File: src/rtl/muldiv_pkg.sv
// -----------------------------------------------------------------------------
// muldiv_pkg
// Shared definitions for the iterative multiply/divide unit:
//   - op_e    : operation encodings (MUL, MULH, DIV, REM)
//   - state_e : control FSM states (IDLE, RUN, FIX, DONE)
//   - clog2() : counter-width helper used to size the step counter
// -----------------------------------------------------------------------------
package muldiv_pkg;

    typedef enum logic [1:0] {
        OP_MUL  = 2'b00,  // low WIDTH bits of the product
        OP_MULH = 2'b01,  // high WIDTH bits of the product
        OP_DIV  = 2'b10,  // quotient, truncated toward zero
        OP_REM  = 2'b11   // remainder, sign follows the dividend
    } op_e;

    typedef enum logic [1:0] {
        S_IDLE = 2'b00,
        S_RUN  = 2'b01,
        S_FIX  = 2'b10,
        S_DONE = 2'b11
    } state_e;

    // Smallest n with 2**n >= value (minimum 1 so counters never collapse).
    function automatic int clog2(input int value);
        int n;
        n = 1;
        while ((1 << n) < value) begin
            n++;
        end
        return n;
    endfunction

endpackage

File: src/rtl/muldiv_absneg.sv
// -----------------------------------------------------------------------------
// muldiv_absneg
// Combinational conditional two's-complement negate. Used both to take the
// magnitude of a signed operand (i_negate = sign bit) and to re-apply the
// result sign during fix-up.
//
// Ports:
//   i_value  [WIDTH-1:0]  value to condition
//   i_negate              1 = output -i_value, 0 = pass through
//   o_value  [WIDTH-1:0]  conditioned value
// -----------------------------------------------------------------------------
module muldiv_absneg #(
    parameter int WIDTH = 32
) (
    input  logic [WIDTH-1:0] i_value,
    input  logic             i_negate,
    output logic [WIDTH-1:0] o_value
);

    // Magnitude of the most negative value is itself, which read as unsigned
    // is exactly 2**(WIDTH-1): the datapath relies on that.
    assign o_value = i_negate ? ((~i_value) + WIDTH'(1)) : i_value;

endmodule

File: src/rtl/muldiv_iter.sv
// -----------------------------------------------------------------------------
// muldiv_iter
// Parametrised iterative multiply/divide unit for the execute stage.
// Radix-2: one shift-add (multiply) or restoring shift-subtract (divide) step
// per clock, on operand magnitudes; the sign is re-applied in FIX.
// FSM: IDLE -> RUN (WIDTH cycles) -> FIX -> DONE -> IDLE.
//
// Parameters:
//   WIDTH  operand/result width, >= 4 and even (default 32)
//
// Ports:
//   i_clock      rising-edge clock
//   i_reset      asynchronous active-low reset
//   i_start      request, accepted in IDLE or DONE
//   i_op         00 MUL, 01 MULH, 10 DIV, 11 REM
//   i_is_signed  1 = two's-complement operands
//   i_kill       synchronous abort (priority over i_start)
//   i_operand_a  multiplicand / dividend
//   i_operand_b  multiplier / divisor
//   o_result     result, held until FIX of the next accepted operation
//   o_exception  overflow / divide-by-zero flag, held with o_result
//   o_busy       high in RUN and FIX
//   o_ready      one-cycle pulse in DONE
//
// Build option:
//   MULDIV_ZERO_SHORTCUT_EN  when defined, a zero MUL/MULH operand or a zero
//                            divisor skips RUN and goes straight to FIX.
// -----------------------------------------------------------------------------
module muldiv_iter
    import muldiv_pkg::*;
#(
    parameter int WIDTH = 32
) (
    input  logic             i_clock,
    input  logic             i_reset,
    input  logic             i_start,
    input  logic [1:0]       i_op,
    input  logic             i_is_signed,
    input  logic             i_kill,
    input  logic [WIDTH-1:0] i_operand_a,
    input  logic [WIDTH-1:0] i_operand_b,
    output logic [WIDTH-1:0] o_result,
    output logic             o_exception,
    output logic             o_busy,
    output logic             o_ready
);

    localparam int                 CNT_W   = clog2(WIDTH);
    localparam logic [CNT_W-1:0]   LAST    = CNT_W'(WIDTH - 1);
    // Largest positive / most negative signed products, as magnitudes.
    localparam logic [2*WIDTH-1:0] POS_LIM = {{(WIDTH+1){1'b0}}, {(WIDTH-1){1'b1}}};
    localparam logic [2*WIDTH-1:0] NEG_LIM = POS_LIM + (2*WIDTH)'(1);

    state_e               r_state;
    state_e               w_next_state;
    op_e                  r_op;
    logic                 r_signed;
    logic                 r_neg;
    logic [CNT_W-1:0]     r_cnt;
    logic [WIDTH-1:0]     r_operand;   // multiplicand (MUL*) or divisor (DIV/REM)
    logic [2*WIDTH-1:0]   r_acc;       // {hi, lo}: product or {remainder, quotient}
    logic [WIDTH-1:0]     r_result;
    logic                 r_exception;

    logic                 w_accept;
    logic                 w_in_is_mul;
    logic                 w_zero_op;
    logic                 w_neg_in;
    logic [WIDTH-1:0]     w_a_mag;
    logic [WIDTH-1:0]     w_b_mag;

    // ------------------------------------------------------------------
    // Operand conditioning
    // ------------------------------------------------------------------
    muldiv_absneg #(.WIDTH(WIDTH)) u_abs_a (
        .i_value  (i_operand_a),
        .i_negate (i_is_signed & i_operand_a[WIDTH-1]),
        .o_value  (w_a_mag)
    );

    muldiv_absneg #(.WIDTH(WIDTH)) u_abs_b (
        .i_value  (i_operand_b),
        .i_negate (i_is_signed & i_operand_b[WIDTH-1]),
        .o_value  (w_b_mag)
    );

    assign w_accept    = i_start && !i_kill && (r_state == S_IDLE || r_state == S_DONE);
    assign w_in_is_mul = !i_op[1];
    assign w_zero_op   = w_in_is_mul ? (i_operand_a == '0 || i_operand_b == '0)
                                     : (i_operand_b == '0);
    // Remainder takes the dividend's sign; everything else the XOR of signs.
    assign w_neg_in    = i_is_signed &&
                         ((op_e'(i_op) == OP_REM) ? i_operand_a[WIDTH-1]
                                                  : (i_operand_a[WIDTH-1] ^ i_operand_b[WIDTH-1]));

    // ------------------------------------------------------------------
    // Radix-2 step logic
    // ------------------------------------------------------------------
    logic                 w_is_mul;
    logic [WIDTH:0]       w_mul_sum;
    logic [2*WIDTH-1:0]   w_mul_next;
    logic [WIDTH:0]       w_div_top;
    logic                 w_div_ge;
    logic [WIDTH-1:0]     w_div_diff;
    logic [2*WIDTH-1:0]   w_div_next;

    assign w_is_mul   = (r_op == OP_MUL) || (r_op == OP_MULH);

    // Shift-add: add the multiplicand into the high half when the current
    // multiplier bit is set, then shift the whole register right, carry included.
    assign w_mul_sum  = {1'b0, r_acc[2*WIDTH-1:WIDTH]} + (r_acc[0] ? {1'b0, r_operand} : '0);
    assign w_mul_next = {w_mul_sum, r_acc[WIDTH-1:1]};

    // Restoring divide: the partial remainder shifted left with the next
    // dividend bit can need WIDTH+1 bits, hence the wide compare.
    assign w_div_top  = r_acc[2*WIDTH-1:WIDTH-1];
    assign w_div_ge   = w_div_top >= {1'b0, r_operand};
    assign w_div_diff = w_div_top[WIDTH-1:0] - r_operand;
    assign w_div_next = w_div_ge ? {w_div_diff,           r_acc[WIDTH-2:0], 1'b1}
                                 : {w_div_top[WIDTH-1:0], r_acc[WIDTH-2:0], 1'b0};

    // ------------------------------------------------------------------
    // Fix-up: re-apply sign and classify exceptions
    // ------------------------------------------------------------------
    logic [2*WIDTH-1:0]   w_fix_in;
    logic [2*WIDTH-1:0]   w_fix_out;
    logic [WIDTH-1:0]     w_fix_result;
    logic                 w_div_zero;
    logic                 w_fix_exception;

    // The product is negated as a whole so MULH sees the borrow from the low
    // half; divide results are negated as zero-extended WIDTH-bit values.
    always_comb begin
        // NOTE: every always_comb output gets a default first so no path can infer a latch.
        w_fix_in = r_acc;
        if (r_op == OP_DIV) begin
            w_fix_in = {{WIDTH{1'b0}}, r_acc[WIDTH-1:0]};
        end else if (r_op == OP_REM) begin
            w_fix_in = {{WIDTH{1'b0}}, r_acc[2*WIDTH-1:WIDTH]};
        end
    end

    muldiv_absneg #(.WIDTH(2*WIDTH)) u_fix (
        .i_value  (w_fix_in),
        .i_negate (r_neg),
        .o_value  (w_fix_out)
    );

    assign w_div_zero = !w_is_mul && (r_operand == '0);

    always_comb begin
        w_fix_result    = (r_op == OP_MULH) ? w_fix_out[2*WIDTH-1:WIDTH] : w_fix_out[WIDTH-1:0];
        w_fix_exception = 1'b0;
        unique case (r_op)
            OP_MUL:  w_fix_exception = r_signed ? (r_neg ? (r_acc > NEG_LIM) : (r_acc > POS_LIM))
                                                : (r_acc[2*WIDTH-1:WIDTH] != '0);
            OP_MULH: w_fix_exception = 1'b0;
            // A positive quotient with the top bit set only arises from MIN / -1.
            OP_DIV:  w_fix_exception = w_div_zero || (r_signed && !r_neg && r_acc[WIDTH-1]);
            OP_REM:  w_fix_exception = w_div_zero;
            default: w_fix_exception = 1'b0;
        endcase
        if (w_div_zero) begin
            w_fix_result = '0;
        end
    end

    // ------------------------------------------------------------------
    // FSM: state register / next state / outputs
    // ------------------------------------------------------------------
    always_ff @(posedge i_clock or negedge i_reset) begin
        // NOTE: sequential state uses non-blocking assignments so every register samples pre-edge values.
        if (!i_reset) begin
            r_state <= S_IDLE;
        end else begin
            r_state <= w_next_state;
        end
    end

    always_comb begin
        w_next_state = r_state;
        if (i_kill) begin
            w_next_state = S_IDLE;
        end else begin
            unique case (r_state)
                S_IDLE, S_DONE: begin
                    w_next_state = S_IDLE;
                    if (i_start) begin
`ifdef MULDIV_ZERO_SHORTCUT_EN
                        w_next_state = w_zero_op ? S_FIX : S_RUN;
`else
                        w_next_state = S_RUN;
`endif
                    end
                end
                S_RUN:   w_next_state = (r_cnt == LAST) ? S_FIX : S_RUN;
                S_FIX:   w_next_state = S_DONE;
                default: w_next_state = S_IDLE;
            endcase
        end
    end

    always_comb begin
        o_busy  = (r_state == S_RUN) || (r_state == S_FIX);
        o_ready = (r_state == S_DONE);
    end

    // ------------------------------------------------------------------
    // Datapath registers
    // ------------------------------------------------------------------
    // NOTE: datapath registers are reset too; the result must read 0 out of reset and the cost is small.
    always_ff @(posedge i_clock or negedge i_reset) begin
        if (!i_reset) begin
            r_op        <= OP_MUL;
            r_signed    <= 1'b0;
            r_neg       <= 1'b0;
            r_cnt       <= '0;
            r_operand   <= '0;
            r_acc       <= '0;
            r_result    <= '0;
            r_exception <= 1'b0;
        end else begin
            if (w_accept) begin
                r_op      <= op_e'(i_op);
                r_signed  <= i_is_signed;
                r_neg     <= w_neg_in;
                r_cnt     <= '0;
                r_operand <= w_in_is_mul ? w_a_mag : w_b_mag;
                // A zero operand loads a zero product so the shortcut path
                // lands in FIX with the right value already in place.
                if (w_in_is_mul) begin
                    r_acc <= w_zero_op ? '0 : {{WIDTH{1'b0}}, w_b_mag};
                end else begin
                    r_acc <= {{WIDTH{1'b0}}, w_a_mag};
                end
            end else if (r_state == S_RUN) begin
                r_acc <= w_is_mul ? w_mul_next : w_div_next;
                r_cnt <= r_cnt + CNT_W'(1);
            end

            if (r_state == S_FIX && !i_kill) begin
                r_result    <= w_fix_result;
                r_exception <= w_fix_exception;
            end
        end
    end

    assign o_result    = r_result;
    assign o_exception = r_exception;

endmodule

File: config.mk
export PLATFORM = sky130hd
export DESIGN_NAME = muldiv_iter
export DESIGN_NICKNAME = d
export VERILOG_FILES = /design/src/rtl/muldiv_pkg.sv /design/src/rtl/muldiv_absneg.sv /design/src/rtl/muldiv_iter.sv
export SDC_FILE = /design/constraint.sdc
export NUM_CORES = 1
export LEC_CHECK = 0
export BUFFER_PORTS_ARGS = -buffer_cell sky130_fd_sc_hd__buf_4
export CAP_MARGIN = 20
export CORE_ASPECT_RATIO = 1.1
export CORE_MARGIN = 2
export CORE_UTILIZATION = 60
export DETAILED_ROUTE_END_ITERATION = 10
export GPL_ROUTABILITY_DRIVEN = 1
export HOLD_SLACK_MARGIN = 0.03
export PLACE_DENSITY = 0.89
export SLEW_MARGIN = 20
export SYNTH_ARGS = -nofsm -noshare
export SYNTH_HDL_FRONTEND = slang
export SYNTH_SLANG_ARGS = --single-unit
File: constraint.sdc
create_clock -name i_clock -period 6.1 [get_ports i_clock]
set_input_delay 0.61 -clock i_clock [delete_from_list [all_inputs] [get_ports i_clock]]
set_output_delay 0.61 -clock i_clock [all_outputs]
set_load 0.03 [all_outputs]
* Word level (Yosys, flattened, before mapping)
Cells that the tools add are included.
** Storage, ports and cells
- Input bits :: 71
- Output and inout port bits :: 35
- Word-level logic and storage cells :: 81
- Register bits after elaboration :: 140
** Cells by class
- Magnitude comparators :: 3
- Reduce and logical (&&, ||, !) cells :: 23
- Add/subtract/negate cells :: 6
- Bitwise logic cells :: 6
- Equality and inequality tests :: 8
- Multiplexer cells :: 26
** Operators by type and width (count)
- $mux 64 :: 7
- $mux 32 :: 8
- $logic_not 32->1 :: 3
- $add 32x1->32 const B :: 2
- $add 64x1->64 const B :: 1
- $gt 64x31->1 const B :: 1
- $gt 64x32->1 const B :: 1
- $not 32->32 :: 2
- $not 64->64 :: 1
- $add 32x32->33 :: 1
- $ge 33x32->1 :: 1
- $reduce_bool 32->1 :: 1
- $sub 32x32->32 :: 1
- $eq 2x2->1 const B :: 5
- $mux 5 :: 2
- $logic_and 1x1->1 :: 7
- $pmux 2 s3 :: 1
- $add 5x1->5 const B :: 1
- $eq 5x5->1 const B :: 1
- $logic_or 1x1->1 :: 5
- $mux 1 :: 5
- $eq 2x1->1 const B :: 2
- $logic_not 2->1 :: 2
- $mux 2 :: 2
- 6 further kinds :: 9

* Longest topological paths before layout
Gate-level depths: netlist of run 1.
- Depth after elaboration :: 8
- Mapped depth :: 17
- Mapped depth without buffers :: 14

* By module
Synthesis of run 1 repeated with hierarchy kept, for this count alone.
** Second synthesis, totals
- Cell total of the unflattened synthesis :: 1871
- Area, all modules :: 15158.3 µm²
** Modules (own cells, without submodules)
- muldiv_iter :: area an instance 11955.2 µm², sequential area each 3503.4 µm², instances 1, cells an instance 1467
- muldiv_absneg (u_fix) :: area an instance 1649.1 µm², sequential area each 0.0 µm², instances 1, cells an instance 206
- muldiv_absneg (u_abs_a ...) :: area an instance 777.0 µm², sequential area each 0.0 µm², instances 2, cells an instance 99

* Worst setup path before layout of run 1
OpenSTA, ideal clock, no wires.
- Path kind :: register to register
- Start :: register r_op[1]
- End :: register r_result[28], in the netlist o_result[28]
- Arrival :: 4480 ps
- Clock period less this slack :: 4613 ps
- Buffers on the path :: 4
- Data required time :: 5967 ps
- Slack :: 1487 ps
- Library setup time :: 133 ps
- Cell stages (with the launch flop) :: 18
- Cells stage by stage :: dfrtp_1 -> buf_2 -> nand2_1 -> clkbuf_1 -> buf_1 -> clkbuf_1 -> mux2i_1 -> ha_1 -> inv_1 -> a211oi_1 -> nand4_1 -> or4_1 -> or4_4 -> o41ai_2 -> o21ai_1 -> xor2_1 -> a21oi_1 -> o21ai_1
** Between the ends
- Word-level cells in the longest chain between the ends :: 8
- Elaborated cells between the ends (all ways) :: 14
- Classes of those cells :: add/sub (1); eq/ne (3); mux (5); bitwise (1); reduce/logical (4)
** RTL lines
- start, declared :: line muldiv_iter.sv:56 : op_e r_op;
- start signal, assigned :: line muldiv_iter.sv:224 : r_op <= op_e'(i_op);
- $eq 2x2->1 :: line muldiv_iter.sv:138 : end else if (r_op == OP_REM) begin
- $mux 64 :: line muldiv_iter.sv:138
- $mux 64 :: line muldiv_iter.sv:136 : if (r_op == OP_DIV) begin
- $not 64->64 :: line muldiv_absneg.sv:22 : assign o_value = i_negate ? ((~i_value) + WIDTH'(1)) : i_value;
- $add 64x1->64 :: line muldiv_absneg.sv:22
- $mux 64 :: line muldiv_absneg.sv:22
- $mux 32 :: line muldiv_iter.sv:152 : w_fix_result = (r_op == OP_MULH) ? w_fix_out[2*WIDTH-1:WIDTH] : w_fix_out[WIDTH-1:0];
- $mux 32 * :: line muldiv_iter.sv:163 : if (w_div_zero) begin
- end signal, assigned :: line muldiv_iter.sv:242 : r_result <= w_fix_result;
- end, declared :: line muldiv_iter.sv:62 : logic [WIDTH-1:0] r_result;
Mark *: on every way between the ends. The rest lies on a longest branch, timed or not.
A chain may end at the register's enable or synchronous reset.

* Worst setup path after layout of run 1
Same ends and word-level chain as after synthesis.

==> results.ini, run 1 <==
[finish]
fillers = 2064
nNetsFinal = 2120
final_area_um2 = 16000
area_growth_pct = 9.73
drive_gt1_share_pct = 9.21
insertedDiodeCount = 0

[setup_path]
critPathKind = reg -> reg
crit_path_frequent_cell = o21ai_1
path_max_fanout = 65
crit_family = simple AND/OR/NAND/NOR gates
crit_buf_inv = 1
critPathArrivalTime_ns = 4.98
crit_chain = nand2_1, a21boi_0, ha_1, inv_1, a211oi_1, nand4_1, or4_1, or4_4, o41ai_2, o21ai_1, xor2_1, a21oi_1, o21ai_1
cp.required_ns = 6.41
cpPeakStageDelay_ns = 1.01
slowest_stage = dfrtp_4
cp-start-kind = register
worst_setup_path_end_kind = register

[synthesis]
synth_warnings = 0
synth-compound-area-share_pct = 27.4
yosys-top-cells-count = nor2_1, a21oi_1, nand2_1
synth_edf_count = 0
synthesis.nets = 2111
ys_ff_latch = 140
synth_area_um2 = 14600
synthAdderAreaFrac_pct = 6.46
synth_ff_type = dfrtp_1
synth_cell_types = 76
post-synth-top-count-cell = nor2_1
synth_xor_area_share_pct = 10.0
synth_area_per_cell_um2 = 7.40
synthMuxAreaShare_pct = 5.74
synth_async_sr_flop_share_pct = 100
netlist_instances = 1966
yosysTopAreaCell = dfrtp_1
yosysSeqAreaShare_pct = 24.1
synth_top_family_by_area = compound AO/OA/AOI/OAI gates
synthSimpleGateAreaFrac_pct = 20.8
synth_top_area_share_pct = 24.1
yosys-top-cells-area = dfrtp_1, a21oi_1, ha_1

[global_routing]
overflow = 0
grt_max_degree = 90
grt_pass1_wl_um = 83400
track_usage_pct = 41.2
antenna_found_initial = 0
grt_pass1_vias = 14800

[placed_design]
dp_slack_ns = 1.57
place_congestion = 1.04
placed_cell_area_um2 = 15400
port_buffers = 105
dp_hpwl_um = 40200

[timing]
post-route-period-util_pct = 76.6
layout_setup_ws_ns = 1.43
relSlewSlack_pct = 30.1
fin_crit_ns = 4.67
hold_viol = 0
rsz0062_at_grt = false
skew_ns = 0.0130
tns_ns = 0
worstMarginPinSlew_ns = 1.05
max_freq_mhz = 214
drv_slew = 0
setup_viol = 0

[outcome]
status = completed

[floorplan]
fp.dieW_um = 153
die_area_um2 = 25500
row_count = 59
coreArea_um2 = 23800
die_h_um = 167
start_util_pct = 61.2
io_pins = 106

[drt]
post_drt_wl_per_cell_um = 23.3
first_pass_iters = 6
postRouteAntennaNets = 0
num_vias = 15800
drt-total-wl_um = 53400
first_iter_violations = 2016
drcViolationCount = 0
avgViaCountPerCell = 6.90

[clocking]
cts_tree = done
cts_buffer_depth = 2
cts_sinks = 140
cts_resized = 0
cts.htree.levels = 4
cts_hold_buf = 0
clkSlewWorstSetupHoldPaths_ns = 0.07
cts-root-buf = clkbuf_16
clock_latency_ns = 0.44
cts_buffers = 17
postCtsSetupBuffers = 0

[pwr]
finalPower_w = 0.00646
cellPowerDensity_nw_per_um2 = 405
power.leakage_nw = 6.91
vdd_ir_drop_max_mv = 0.222

[worst_hold_path]
worst_hold_path_type = in -> async

[job]
drv_cap = 0

layout by cell type, fill, tap and decap left out, drive strengths merged, types with 18 or more instances in the layout:
master  Yosys  routed
a211oi     42      42
a21o       18      18
a21oi     196     196
a221oi     20      20
a22oi      25      25
and2       39      39
buf        26     126
dfrtp     140     140
ha         72      72
inv        72      79
mux2i      79      79
nand2     179     179
nand3      26      26
nand4      20      20
nor2      206     206
nor3       44      44
nor4       30      30
o211ai     27      27
o21ai     209     209
o22ai      18      18
o31ai      19      19
or3        22      22
xnor2      68      68
xor2       99      99
layer usage:
layer	vias to the layer above	share of wire, %	GRT usage [%]
met5	-	0	0
met4	0	5.6	20.8
met3	219	12	8.00
met2	1044	44	65.2
met1	7405	38	54.0
li1	7148	-	-
path summary, 6_finish.rpt:
path                         startpoint      endpoint  slack [ns]  cells past startpoint
max in group asynchronous       i_reset       r_op[1]        4.51                      2
hold reg to reg            o_result[28]  o_result[28]        0.50                      2
hold / removal                  i_reset  o_result[13]        0.25                      1
setup reg to reg                r_op[1]  o_result[28]        1.43                     13
min in group i_clock             i_kill    r_state[0]        0.37                      2
setup / recovery                r_op[1]  o_result[28]        1.43                     13
area by class of cell:
cell class                      count  area [um^2]  area share, %
Multi-Input combinational cell   1618        10300           64.4
Sequential cell                   140         3510           22.0
Timing Repair Buffer              126          950           5.95
Clock buffer                       17          425           2.66
Tap cell                          305          382           2.39
Inverter                           72          270           1.69
Clock inverter                     15          153          0.956
registers in the layout, summed over array words and instances (netlist names):
| register | flops |
|---|---|
| r_neg | 1 |
| r_state | 2 |
| r_acc | 64 |
| r_cnt | 5 |
| r_signed | 1 |
| r_operand | 32 |
| r_op | 2 |
| o_result | 32 |
| o_exception | 1 |
stage by stage:
step	utilization [%]	instances	hold slack [ns]
global route	67.2	2293	0.323
CTS	67.2	2293	0.280
global placement	64.7	2261	0.471
finish	67.2	2293	0.254
detailed placement	64.8	2261	0.481
floorplan	-	1966	0.314
logic make-up (layout without fill, tap and decap cells):
kind of cell	count (synthesis)	count (layout)
xor+xnor	167	167
buf+inv	208	230
simple gates	639	639
flops	140	140
fa+ha+maj	74	74
compound gates	655	655
mux	83	83
worst reg2reg max path, delay by kind of cell, from the launching register on:
kind            cells  cell delay, ns
xor+xnor            1            0.18
simple gates        4            1.76
flops               1            1.01
buf+inv             1            0.05
compound gates      6            1.31
fa+ha+maj           1            0.25
power by group:
part           leakage, nW  switching, W  internal [W]
sequential            1.77      0.000590       0.00111
combinational         4.86       0.00230       0.00140
clock                0.283      0.000483      0.000576
total                 6.91       0.00338       0.00309
Power figures use the tool's default switching activity.
==> inputs of run 2 (changes only) <==
--- a/config.mk
+++ b/config.mk
@@ -9,7 +9,7 @@
 export CAP_MARGIN = 20
 export CORE_ASPECT_RATIO = 1.1
 export CORE_MARGIN = 2
-export CORE_UTILIZATION = 60
+export CORE_UTILIZATION = 57
 export DETAILED_ROUTE_END_ITERATION = 10
 export GPL_ROUTABILITY_DRIVEN = 1
 export HOLD_SLACK_MARGIN = 0.03
==> constraint.sdc (replaced) <==
create_clock -name i_clock -period 3.9 [get_ports i_clock]
set_input_delay 0.39 -clock i_clock [delete_from_list [all_inputs] [get_ports i_clock]]
set_output_delay 0.39 -clock i_clock [all_outputs]
set_load 0.03 [all_outputs]
==> run 2 against run 1 <==
  * Wire length is 4.9% higher
  * Sequential share of layout area is 0.80 points lower
  * Count of clock-buffer cells in the layout stayed put
  * Total power is 62% higher
  * Critical path depth is 1 higher
  * Core utilization is 1.4 points lower
  * Sequential cell count stayed put
  * Via count is 0.34% higher
  * Critical endpoint is now r_acc[42]
  * Highest routed layer is now met5
==> results.ini, run 2 (synthesized netlist as in run 1, its figures left out) <==
[outcome]
status = completed  ; unchanged

[drt]
drcViolationCount = 0  ; unchanged
first_pass_iters = 9  ; was 6
postRouteAntennaNets = 0  ; unchanged
dr_wl_met3_um = 6790  ; was 6280 um
drt-total-wl_um = 56100  ; was 53400 um
avgViaCountPerCell = 6.68  ; was 6.90
num_vias = 15900  ; was 15800
met2_length_um = 24700  ; was 23600 um
top_layer_used = met5  ; was met4
first_iter_violations = 1853  ; was 2016
post_drt_wl_per_cell_um = 23.6  ; was 23.3 um
drt-met1-wl_um = 21500  ; was 20600 um

[timing]
relSlewSlack_pct = 36.6  ; was 30.1%
worstMarginPinSlew_ns = 0.952  ; was 1.05 ns
max_freq_mhz = 266  ; was 214 MHz
drv_slew = 0  ; unchanged
rsz0062_at_grt = false  ; unchanged
setup_viol = 0  ; unchanged
hold_viol = 0  ; unchanged
tns_ns = 0  ; unchanged
post-route-period-util_pct = 96.4  ; was 76.6%
skew_ns = 0.0147  ; was 0.0130 ns
fin_crit_ns = 3.76  ; was 4.67 ns

[floorplan]
fp.dieW_um = 156  ; was 153 um
coreArea_um2 = 25200  ; was 23800 um^2
io_pins = 106  ; unchanged
row_count = 61  ; was 59
start_util_pct = 57.8  ; was 61.2%
die_area_um2 = 26800  ; was 25500 um^2
die_h_um = 172  ; was 167 um

[setup_path]
cp.required_ns = 4.28  ; was 6.41 ns
crit_chain = inv_1, ha_1, a21oi_1, nor3_1, nor2_1, o22ai_1, a41o_1, o31ai_4, buf_4, buf_4, nand2_1, o21ai_1, a22oi_1, a21oi_1  ; was nand2_1, a21boi_0, ha_1, inv_1, a211oi_1, nand4_1, or4_1, or4_4, o41ai_2, o21ai_1, xor2_1, a21oi_1, o21ai_1
cpPeakStageDelay_ns = 0.72  ; was 1.01 ns
worst_setup_path_end_kind = register  ; unchanged
crit_buf_inv = 3  ; was 1
cp-start-kind = register  ; unchanged
crit_family = compound AO/OA/AOI/OAI gates  ; was simple AND/OR/NAND/NOR gates
r2r_start = r_operand[14]  ; was r_op[1]
critPathArrivalTime_ns = 4.14  ; was 4.98 ns
startpoint = r_operand[14]  ; was r_op[1]
slowest_stage = o31ai_4  ; was dfrtp_4
critPathKind = reg -> reg  ; unchanged
path_max_fanout = 14  ; was 65

[placed_design]
place_congestion = 1.07  ; was 1.04
port_buffers = 105  ; unchanged
dp_cells = 2342  ; was 2261
dp_hpwl_um = 43800  ; was 40200 um

[global_routing]
overflow = 0  ; unchanged
track_usage_pct = 41.5  ; was 41.2%
grt_max_degree = 109  ; was 90
grt_pass1_wl_um = 84600  ; was 83400 um
grt_pass1_vias = 14600  ; was 14800
antenna_found_initial = 2  ; was 0

[clocking]
cts_tree = done  ; unchanged
cts_sinks = 140  ; unchanged
cts-root-buf = clkbuf_16  ; unchanged
clkSlewWorstSetupHoldPaths_ns = 0.07  ; about the same
postCtsSetupBuffers = 0  ; unchanged
cts.htree.levels = 4  ; unchanged
cts_buffer_depth = 2  ; unchanged
clock_latency_ns = 0.46  ; was 0.44 ns
cts_buffers = 17  ; unchanged

[finish]
layout_common_cells = nor2_1, a21oi_1, buf_4, nand2_1, dfrtp_1  ; was nor2_1, a21oi_1, nand2_1, dfrtp_1, buf_4
area_growth_pct = 13.9  ; was 9.73%
drive_gt1_share_pct = 12.5  ; was 9.21%
final-seq-area_um2 = 3510  ; unchanged
nNetsFinal = 2191  ; was 2120
fillers = 2203  ; was 2064
largest_register_ffs = 64  ; unchanged
instances_no_fill = 2375  ; was 2293
multi_input_area_um2 = 10300  ; about the same
fin_util_pct = 65.8  ; was 67.2%
final_common_cell = nor2_1  ; unchanged
regMostFlops = r_acc  ; unchanged

[worst_hold_path]
worst_hold_path_type = in -> async  ; unchanged

[job]
drv_cap = 0  ; unchanged

[pwr]
vdd_ir_drop_max_mv = 0.317  ; was 0.222 mV
cellPowerDensity_nw_per_um2 = 633  ; was 405 nW/um^2
power.leakage_nw = 7.28  ; was 6.91 nW
finalPower_w = 0.0105  ; was 0.00646 W

==> run 2: cell count changes in the layout (fill, tap and decap cells not counted), moves of 3 or more <==
cell      before  now
clkinv_4       5    0
buf_12         0    3
clkinv_8       0    3
buf_4        125  193
inv_8          2    6
==> run 2: final timing paths <==
kind                                 to  slack (ns)  cells past startpoint
min in group i_clock         r_state[0]        0.14                      2
hold reg to reg            o_result[15]        0.50                      2
setup / recovery              r_acc[42]        0.14                     14
setup reg to reg              r_acc[42]        0.14                     14
hold / removal             o_result[20]        0.06                      1
max in group asynchronous     r_acc[26]        3.03                      2
==> run 2: report_power, final <==
part	switching [W]	total (W)	leakage, nW	internal (W)
Combinational	0.00404	0.00651	5.22	0.00247
Clock	0.000819	0.00168	0.289	0.000865
Sequential	0.000558	0.00231	1.77	0.00175
==> run 2: what timing repair did <==
| item | in CTS | in global routing |
|---|---|---|
| resized for setup | 0 | 1 |
| endpoints found under the setup margin | 0 | 1 |
| hold buffers | 0 | 0 |
==> run 2: layout make-up <==
type	count	share of cell area, %
clock inverter	15	1.01
timing repair buffer	197	9.17
clock buffer	17	2.57
tap	315	2.38
multi-input combinational	1618	62.1
sequential	140	21.2
antenna	1	0.0151
inverter	72	1.63
==> run 2: through the flow <==
stage | area [um^2] | setup slack (ns) | hold WS, ns
detailed placement | 16000 | 0.289 | 0.478
global placement | 16000 | 0.325 | 0.466
CTS | 16600 | 0.264 | 0.0970
floorplan | 14600 | 0.0474 | 0.0944
finish | 16600 | 0.139 | 0.0567
global route | 16600 | 0.0116 | 0.134
==> run 2: routing by layer <==
layer	vias up	track usage, %
met1	7339	52.9
met5	-	0
met4	2	22.5
met3	202	9.90
met2	1022	65.0
li1	7305	-
